===== config.mk =====
export PLATFORM = sky130hd
export DESIGN_NAME = instr_fetch_stage
export DESIGN_NICKNAME = d
export VERILOG_FILES = /design/src/rtl/instr_fetch_stage.sv
export SDC_FILE = /design/constraint.sdc
export NUM_CORES = 2
export LEC_CHECK = 0
export CORE_MARGIN = 1
export CORE_UTILIZATION = 62
export DETAILED_ROUTE_END_ITERATION = 10
export GPL_TIMING_DRIVEN = 1
export PLACE_DENSITY = 0.77
export SYNTH_ARGS = -nofsm -noshare
export SYNTH_HDL_FRONTEND = slang
export SYNTH_SLANG_ARGS = --single-unit

===== constraint.sdc =====
create_clock -name clk -period 5.1 [get_ports clk]
set_input_delay 0.765 -clock clk [delete_from_list [all_inputs] [get_ports clk]]
set_output_delay 0.765 -clock clk [all_outputs]
set_load 0.01 [all_outputs]

===== src/rtl/instr_fetch_stage.sv =====
// Instruction fetch stage: 2^ADDR_W-word instruction memory feeding the IF/ID register.
// The addressed word's opcode goes back to the PC as pc_scr so the PC can hold on halt.
module instr_fetch_stage #(
    parameter int              WIDTH   = 32,
    parameter int              ADDR_W  = 7,
    parameter logic [WIDTH-1:0] NOP    = 32'h0000_0013,
    parameter logic [6:0]      HALT_OP = 7'b1111111
) (
    input  logic              clk,
    input  logic              rst,
    input  logic [WIDTH-1:0]  pc_in,
    input  logic              load_en,
    input  logic [ADDR_W-1:0] load_addr,
    input  logic [WIDTH-1:0]  load_data,
    input  logic              stall,
    input  logic              flush,
    output logic [6:0]        pc_scr,
    output logic [WIDTH-1:0]  if_id_instr,
    output logic [WIDTH-1:0]  if_id_pc,
    output logic              if_id_valid,
    output logic              halted,
    output logic [15:0]       fetch_count
);

    localparam int DEPTH = 1 << ADDR_W;

    logic [WIDTH-1:0] mem_q [DEPTH];
    logic [WIDTH-1:0] rd_word;

    logic [WIDTH-1:0] instr_q, instr_d;
    logic [WIDTH-1:0] pc_q, pc_d;
    logic             valid_q, valid_d;
    logic             halted_q, halted_d;
    logic [15:0]      count_q, count_d;

    // Memory is deliberately outside the reset domain so boot code survives rst.
    always_ff @(posedge clk) begin
        if (load_en) begin
            mem_q[load_addr] <= load_data;
        end
    end

    assign rd_word = mem_q[pc_in[ADDR_W-1:0]];
    assign pc_scr  = rd_word[6:0];

    always_comb begin
        instr_d  = instr_q;
        pc_d     = pc_q;
        valid_d  = valid_q;
        halted_d = halted_q;
        count_d  = count_q;
        if (flush) begin
            instr_d = NOP;
            valid_d = 1'b0;
        end else if (stall) begin
            instr_d = instr_q;
        end else if (load_en) begin
            instr_d = NOP;
            valid_d = 1'b0;
        end else if (halted_q) begin
            valid_d = 1'b0;
        end else begin
            instr_d = rd_word;
            pc_d    = pc_in;
            valid_d = 1'b1;
            count_d = count_q + 16'd1;
            if (rd_word[6:0] == HALT_OP) begin
                halted_d = 1'b1;
            end
        end
    end

    always_ff @(posedge clk) begin
        if (!rst) begin
            instr_q  <= NOP;
            pc_q     <= '0;
            valid_q  <= 1'b0;
            halted_q <= 1'b0;
            count_q  <= '0;
        end else begin
            instr_q  <= instr_d;
            pc_q     <= pc_d;
            valid_q  <= valid_d;
            halted_q <= halted_d;
            count_q  <= count_d;
        end
    end

    assign if_id_instr = instr_q;
    assign if_id_pc    = pc_q;
    assign if_id_valid = valid_q;
    assign halted      = halted_q;
    assign fetch_count = count_q;

endmodule


==> out/summary.txt <==
most common cell in the netlist = edfxtp_1
Post-DP Area = 0.168 sq mm
LEAKAGE = 56.0 nW
Non-Filler Instances = 10958
area delta synth->final = 13.1%
Peak VDD IR = 0.381 mV
share of cells above drive strength 1 = 30.1%
Yosys top cell by area = edfxtp_1
design area = 0.180 sq mm
largest net degree at the start of global routing = 154
Clock Skew = 0.0595 ns
Compound-Gate Fraction of Synth Area = 1.34%
total congestion overflow = 0
core area = 0.255 sq mm
dpl hpwl = 236000 um
Area contributors post-synth = edfxtp_1 77%, mux4_2 17%, mux2i_1 1.2%
first-pass GRT wire length = 639000 um
Period Utilization, post-route = 101%
clk sinks = 4178
Pwr per Cell Area = 394 mW/mm^2
sequential cell area fraction in the yosys report = 78.2%
post-synthesis xor/xnor area fraction = 0.0659%
worst r2r src = mem_q[39][0]
main combinational cell family by area after synthesis = multiplexers
worst setup path category = flip-flop to primary output
Post-Route WL = 465000 um
Slew @ Worst Pin = 1.50 ns
Critical Path AT = 4.37 ns
slew margin rel. = 0.238%
Power Total = 71.1 mW
Die ar. = 0.259 sq mm
MaxCap Viol Count = 0
Final Critical Period = 5.13 ns
vias in the first global route = 81960
via count = 80360
Root Buffer Master = clkbuf_16
post-synthesis adder-cell area fraction = 0.00785%
Setup Fix Bufs, Post-CTS = 0
Worst setup EP type = primary output
Setup WS post-layout = -0.0305 ns
total track usage = 36.5%
Hold Crit Start = load_data[2]
nets@finish = 7305
ys async rst share = 0%
Yosys reg bits = 4178
mapped cell area = 0.159 sq mm
I/O pins = 165
type of origin of the critical path = flip-flop
EDFF count, synth = 4096
simple-gate share of the synthesized area = 1.16%
initial core utilization = 62.6%
Synth top area share = 77.1%
# port buffers = 164
First DRT Iteration DRCs = 13336
vias per cell = 7.33
Post-Syn Instances = 6689
Wirelength per Cell = 42.5 um
crit path max fanout = 3
post-route ant nets = 0
die width = 509 um
failing checks = setup timing
FP Rows = 185
CTS clk-pin slew, worst paths = 0.06 ns
R2R cell count = 6
Hold WC Path Type = primary input to flip-flop
post-synthesis mux area share = 18.1%
Die Span Y = 509 um
initial antenna violation count = 49
Max Freq = 0.195 GHz
Hold Violations, Final = 0
Worst Hold Path Cells = 1
Min Hold Slack = 0.300 ns
top cells by count, synth = 4096 x edfxtp_1, 1187 x mux4_2, 199 x mux2i_1, 180 x clkbuf_1, 146 x nor2_1
Finish-stage setup viols = 1
Final GP Congestion = 0.881
flop2flop setup slack = 1.89 ns
Inst Count DP = 10181
DRC errors left = 0
status = finished with violations
worst-skew pair later-pin latency = 1.00 ns
Avg Synthesized Cell Area = 23.8 sq um
CTS max path bufs = 4
Ys Warns = 0
CTS tree = done
Slew Viols, Final = 0
# H-tree levels = 5
WP data required = 4.34 ns
Num CTS Buffers = 410
critical path launch point = mem_q[39][0]
syn nets = 6766
Main synth FF type = edfxtp_1
Initial DRT Pass Iterations = 6
RSZ-0062 raised after global routing = no
Synth cell types = 61
-- cell usage in the layout, fill, tap and decap left out, types with 52 or more instances in the layout --
master	instances
nand2_1	126
o221ai_1	68
a21oi_1	52
mux4_2	1187
clkdlybuf4s50_1	124
buf_4	307
clkinv_1	92
edfxtp_1	4096
clkbuf_16	413
buf_12	53
clkbuf_1	84
nor2_4	120
dfxtp_1	82
mux2i_1	199
clkinv_2	70
-- kinds of logic after synthesis --
group	Yosys count
XOR/XNOR	12
buffers and inverters	373
flip-flops	4178
adder cells (fa/ha/maj)	1
AO/OA/AOI/OAI	314
AND/OR/NAND/NOR	415
multiplexers	1396
-- final cells by class --
cell class,instances,area (sq um)
antenna,51,128
clock buffer,504,10700
clock inverter,221,1870
fill,13684,74600
inverter,9,43.8
multi-input combinational,2138,33900
sequential,4178,125000
tap,3366,4210
timing repair buffer,491,4710
-- per-layer routing --
metal | vias up | share of wire, % | global-route usage, %
li1 | 29893 | - | -
met1 | 41717 | 31 | 45.5
met2 | 7303 | 49 | 58.2
met3 | 1431 | 13 | 8.08
met4 | 16 | 7.6 | 24.2
met5 | - | 0.023 | 0
-- registers in the layout, indices dropped and copies added (netlist names) --
name / cells
fetch_count: 16
if_id_instr: 32
mem_q: 4096
if_id_valid: 1
if_id_pc: 32
halted: 1
-- critical path, stage by stage, from the launching register on --
cell and delay [ns]:
edfxtp_1 0.42, mux4_2 0.52, mux4_2 0.53, a211oi_1 0.89
o31ai_1 0.45, clkdlybuf4s50_1 0.60
-- where the power goes --
| group | switching, mW | internal (mW) |
|---|---|---|
| clock | 12.9 | 16.5 |
| sequential | 0.0630 | 37.8 |
| combinational | 2.44 | 1.39 |
| total | 15.4 | 55.7 |
-- final timing paths --
kind	endpoint
worst max register to register	if_id_instr[0]
worst min-delay path	mem_q[40][2]
worst min register to register	if_id_pc[10]
worst max-delay path	pc_scr[0]
-- timing repair --
| item | 4_1_cts | 5_1_grt |
|---|---|---|
| hold buffers | 0 | 0 |
| endpoints found under the setup margin | 1 | 0 |
| resized for setup | 1 | 0 |
-- metrics by stage --
stage	utilization [%]	setup TNS (ns)	worst slack, ns
after CTS	70.7	0	0.0209
after detailed placement	65.7	-0.0450	-0.0450
after global routing	70.7	0	0.0680
after floorplan	-	0	0.560
after global placement	65.7	-0.0432	-0.0432
final	70.7	-0.0305	-0.0305
No activity file was read; power rests on OpenSTA's default activity.
